--- config.mk ---
export PLATFORM = sky130hd
export DESIGN_NAME = sort_n_pipe
export DESIGN_NICKNAME = d
export VERILOG_FILES = /design/src/rtl/sort_n_pipe.sv
export SDC_FILE = /design/constraint.sdc
export NUM_CORES = 1
export LEC_CHECK = 0
export ABC_AREA = 1
export CAP_MARGIN = 20
export CORE_AREA = 3 3 131 183
export DETAILED_ROUTE_END_ITERATION = 10
export DIE_AREA = 0 0 134 186
export GPL_ROUTABILITY_DRIVEN = 0
export GPL_TIMING_DRIVEN = 0
export PLACE_DENSITY = 0.81
export SLEW_MARGIN = 30
export SYNTH_ARGS = -nofsm -noshare
export SYNTH_HDL_FRONTEND = slang
export SYNTH_SLANG_ARGS = --single-unit
export TNS_END_PERCENT = 30
--- constraint.sdc ---
create_clock -name clk -period 22.1 [get_ports clk]
set_clock_uncertainty 0.05 [all_clocks]
set_input_delay 4.42 -clock clk [delete_from_list [all_inputs] [get_ports clk]]
set_output_delay 4.42 -clock clk [all_outputs]
set_load 0.05 [all_outputs]
--- src/rtl/sort_n_pipe.sv ---
// Pipelined odd-even transposition sorter: N registered compare-exchange stages,
// valid/ready handshake with whole-pipeline stall, per-vector direction and min/median/max taps.
module sort_n_pipe #(
  parameter int N          = 5,
  parameter int DATA_WIDTH = 8,
  parameter bit SIGNED     = 1'b0
) (
  input  logic                    clk,
  input  logic                    rst,
  input  logic                    in_valid,
  output logic                    in_ready,
  input  logic [N*DATA_WIDTH-1:0] in_data,
  input  logic                    in_descend,
  output logic                    out_valid,
  input  logic                    out_ready,
  output logic [N*DATA_WIDTH-1:0] sorted_data,
  output logic [DATA_WIDTH-1:0]   min_out,
  output logic [DATA_WIDTH-1:0]   max_out,
  output logic [DATA_WIDTH-1:0]   median_out
);

  logic                  ce;
  logic [N-1:0]          valid_q;
  logic [N-1:0]          desc_q;
  logic [DATA_WIDTH-1:0] data_q  [N][N];
  logic [DATA_WIDTH-1:0] stage_x [N][N];
  logic [DATA_WIDTH-1:0] stage_d [N][N];
  logic [N-1:0]          stage_desc;

  // True when the pair (a above b) must be exchanged for the requested order.
  function automatic logic do_swap(input logic [DATA_WIDTH-1:0] a,
                                   input logic [DATA_WIDTH-1:0] b,
                                   input logic                  desc);
    logic gt;
    logic lt;
    if (SIGNED) begin
      gt = $signed(a) > $signed(b);
      lt = $signed(a) < $signed(b);
    end else begin
      gt = a > b;
      lt = a < b;
    end
    return desc ? lt : gt;
  endfunction

  assign ce       = !valid_q[N-1] || out_ready;
  assign in_ready = ce;

  genvar gi, gj;
  generate
    for (gi = 0; gi < N; gi++) begin : g_stage
      localparam int P = gi % 2;

      if (gi == 0) begin : g_src_in
        assign stage_desc[gi] = in_descend;
        for (gj = 0; gj < N; gj++) begin : g_unpack
          assign stage_x[gi][gj] = in_data[(N-gj)*DATA_WIDTH-1 -: DATA_WIDTH];
        end
      end else begin : g_src_prev
        assign stage_desc[gi] = desc_q[gi-1];
        for (gj = 0; gj < N; gj++) begin : g_fwd
          assign stage_x[gi][gj] = data_q[gi-1][gj];
        end
      end

      for (gj = 0; gj < N; gj++) begin : g_elem
        if ((gj >= P) && (((gj - P) % 2) == 0) && (gj + 1 < N)) begin : g_lo
          assign stage_d[gi][gj] = do_swap(stage_x[gi][gj], stage_x[gi][gj+1], stage_desc[gi])
                                   ? stage_x[gi][gj+1] : stage_x[gi][gj];
        end else if ((gj >= P + 1) && (((gj - 1 - P) % 2) == 0)) begin : g_hi
          assign stage_d[gi][gj] = do_swap(stage_x[gi][gj-1], stage_x[gi][gj], stage_desc[gi])
                                   ? stage_x[gi][gj-1] : stage_x[gi][gj];
        end else begin : g_pass
          assign stage_d[gi][gj] = stage_x[gi][gj];
        end
      end
    end

    for (gj = 0; gj < N; gj++) begin : g_pack
      assign sorted_data[(N-gj)*DATA_WIDTH-1 -: DATA_WIDTH] = data_q[N-1][gj];
    end
  endgenerate

  always_ff @(posedge clk or posedge rst) begin
    if (rst) begin
      valid_q <= '0;
      desc_q  <= '0;
      for (int s = 0; s < N; s++) begin
        for (int e = 0; e < N; e++) begin
          data_q[s][e] <= '0;
        end
      end
    end else if (ce) begin
      valid_q <= {valid_q[N-2:0], in_valid};
      desc_q  <= stage_desc;
      for (int s = 0; s < N; s++) begin
        for (int e = 0; e < N; e++) begin
          data_q[s][e] <= stage_d[s][e];
        end
      end
    end
  end

  // Ends of the last stage swap roles with the vector's direction.
  assign out_valid  = valid_q[N-1];
  assign min_out    = desc_q[N-1] ? data_q[N-1][N-1] : data_q[N-1][0];
  assign max_out    = desc_q[N-1] ? data_q[N-1][0]   : data_q[N-1][N-1];
  assign median_out = data_q[N-1][(N-1)/2];

endmodule

======== Yosys cells after proc, flatten, opt, wreduce, memory -nomap -nowiden ========
Index checks and enable logic that the tools add are counted.
operators by class
  magnitude comparators ................... 20
  multiplexer cells ....................... 32
  reductions and logical operators ........ 2
operator list
  operator            count
  $mux W8             22
  $gt A8 B8 Y1        10
  $lt A8 B8 Y1        10
  $mux W1             10
  $logic_not A1 Y1    1
  $logic_or A1 B1 Y1  1
word-level totals
  word-level logic and storage cells ...... 81
  bits in registers ....................... 210

======== Logic depth before layout (Yosys ltp) ========
  depth after elaboration ................. 3
  gate-level depth with buffers ........... 15

======== Least setup slack after synthesis ========
Ideal clock, no wire load.
  path type ............................... in2out
  from .................................... in out_ready
  to ...................................... out in_ready
  stages .................................. 4
  data required time ...................... 17.630 ns
  setup slack ............................. 12.594 ns
  path buffers ............................ 2
  arrival time ............................ 5.036 ns
  path through ............................ nor2_1 > inv_1 > buf_2 > buf_2
between the ends
  word-level cells in the longest chain between the ends .. 1
ends and longest elaborated chain
  what                RTL line  RTL
  start, declared     15        input logic out_ready,
  $logic_or A1 B1 Y1  46        assign ce = !valid_q[N-1] || out_ready;
  end, declared       11        output logic in_ready,
Every way passes these cells.

======== Worst setup path after layout ========
Ends and elaborated chain as after synthesis.

==> metrics.txt <==
outcome complete, no violations; Setup crit start out_ready; Top Ports between 100 and 150; met2 wire length approximately 17000 um; TritonRoute pass-1 iters 5; final hold vios 0; via/cell ratio around 5.4; Root Driver clkbuf_16; largest area contributor in the netlist dfrtp_1; setup slack after layout between 10 and 15 ns; crit-path cells clkdlybuf4s50_1, nor2_1, inv_1, buf_2, buf_2, clkdlybuf4s50_1; Slowest-stage cell, CP clkdlybuf4s50_1; Setup crit start kind primary input; DR vias about 12000; post-place instance area ~15000 um2; area grow syn2layout 17.2%; routed wire length roughly 34000 um; most frequent cells in the layout 555 x nand2_1, 320 x nand3_1, 212 x inv_1; CP delay by family, top buffers and inverters; Post-CTS Hold Fix Bufs 0; M1 wire length roughly 13000 um; post-cts resize count 0; TritonCTS buffer count 22; stages on the worst setup path 6; layout cells sized above 1 between 10% and 20%; Die Ht 186 um; yosys warns 0; largest net degree at the start of global routing 85; H-tree levels 1; FF+latch count, synth 210; period utilisation layout between 40% and 50%; WL per Instance 15.5 um; Largest stage delay, worst path 0.87 ns; Hold Path Class flop to flop; Final ANT Viol Nets 0; largest cells by area after synthesis dfrtp_1 39%, nand2_1 16%, nand3_1 12%, ha_1 7.5%, inv_1 6.0%; met3 wire len 2140 um; core outline area around 23000 um2; DP HPWL around 27000 um; Starting Density 59.5%; Die W about 130 um; max-cap viol count 0; Post-route DRC 0; total number of placement rows 65; initial antenna violation count 0; Post-CTS Setup Bufs 0; vias in the first global route about 12000; Peak Freq slightly above 90 MHz; total grt overflow 0; reg2reg end data_q[48]; worst hold slack roughly 0.41 ns; post-synthesis average cell area around 7.6 um2; area of the mapped netlist roughly 13000 um2; area share of the largest cell type after synthesis just under 40%; first-pass GRT wire length 56300 um; die area approximately 25000 um2; Cells after Synth around 1800; Worst-Skew Late Latency just over 0.5 ns; Yosys cell types 24; Final Max Tran Viols 0; Reg2Reg Launch Point data_q[85]; TritonCTS sink count 210; dpl ws around 11 ns; Critical Path Sink in_ready; initial DRC count ~800; GRT Total Usage around 28%; diode count 0; Synth Net Count ~1900; RSZ-0062 raised after global routing false; Nets ~2000; crit path capture type output pin; Worst Path Buf+Inv 5; Seq/Total Area, Yosys 39.2%; Port Buffer Count between 100 and 150; most common cell after layout, fill and taps aside nand2_1; slew at the pin with the worst max-slew slack 0.717 ns; crit path kind primary input to output pin; WP data arrival 6.58 ns; critical path peak fanout 10; setup tns final 0 ns; Setup Viol. Count Final 0; CP Data Required Time ~18 ns; min Tclk post-route about 11 ns; CTS tree yes; Clock transition at path regs ~0.06 ns; max layer used met4; FF-to-FF path depth 11; Relative slew margins roughly 52%; R2R Setup Slk 20.02 ns; clock tree buffer depth 3; Final Instance Area approximately 16000 um2
worst min-delay path by stage:
| stage | from | to | cells past startpoint |
|---|---|---|---|
| after floorplan | valid_q[3] | valid_q[4] | 2 |
| after global placement | valid_q[3] | valid_q[4] | 2 |
| after detailed placement | valid_q[3] | valid_q[4] | 2 |
| after CTS | valid_q[3] | valid_q[4] | 2 |
| after global routing | data_q[177] | data_q[177] | 2 |
| final | valid_q[3] | valid_q[4] | 2 |
per-layer routing:
layer | vias to the layer above | GRT usage, %
li1 | 5825 | -
met1 | 5525 | 28.9
met2 | 435 | 51.9
met3 | 138 | 4.43
met4 | 0 | 17.9
met5 | - | 0
state kept, by name, indices dropped and copies added (netlist names):
signal	cells
desc_q	5
median_out	8
sorted_data	32
data_q	160
valid_q	5
synth_stat cells (all sizes together):
| cell | number |
|---|---|
| clkbuf | 31 |
| nand2 | 677 |
| o21ai | 62 |
| ha | 80 |
| buf | 96 |
| inv | 213 |
| nand3 | 330 |
| nor2 | 29 |
| a21oi | 23 |
| dfrtp | 210 |
| nand4 | 7 |
| a21o | 10 |
stage by stage:
stage,cells,utilization [%]
after floorplan,1768,-
after global placement,2179,66.0
after detailed placement,2181,66.3
after CTS,2219,69.7
after global routing,2219,69.7
final,2219,69.7
worst reg2reg max path: stages, from the launching register on:
cell and delay (ns):
dfrtp_1 0.36, inv_1 0.17, ha_1 0.28, a21oi_1 0.17, nor2_1 0.10, nor2_4 0.13
nand2_2 0.08, nand2_4 0.11, clkbuf_4 0.20, nand3_1 0.08, nand3_1 0.17, nand2_1 0.07
layout make-up:
type	count	area (um2)
buffer	127	862
clock buffer	32	659
clock inverter	6	108
fill	1847	6830
inverter	213	807
multi-input combinational	1218	6480
sequential	210	5260
tap	301	377
timing repair buffer	112	1160
cells by family (layout without fill, tap and decap cells):
kind of cell	after synthesis	in the layout	share of synthesized area, %
fa+ha+maj	80	80	7.47
buf+inv	340	490	12.4
flops	210	210	39.2
compound gates	95	95	3.85
simple gates	1043	1043	37.0
Power is left out: the tool's default activity adds up to more than one toggle a clock period on the data nets, which glitch-free logic cannot reach.
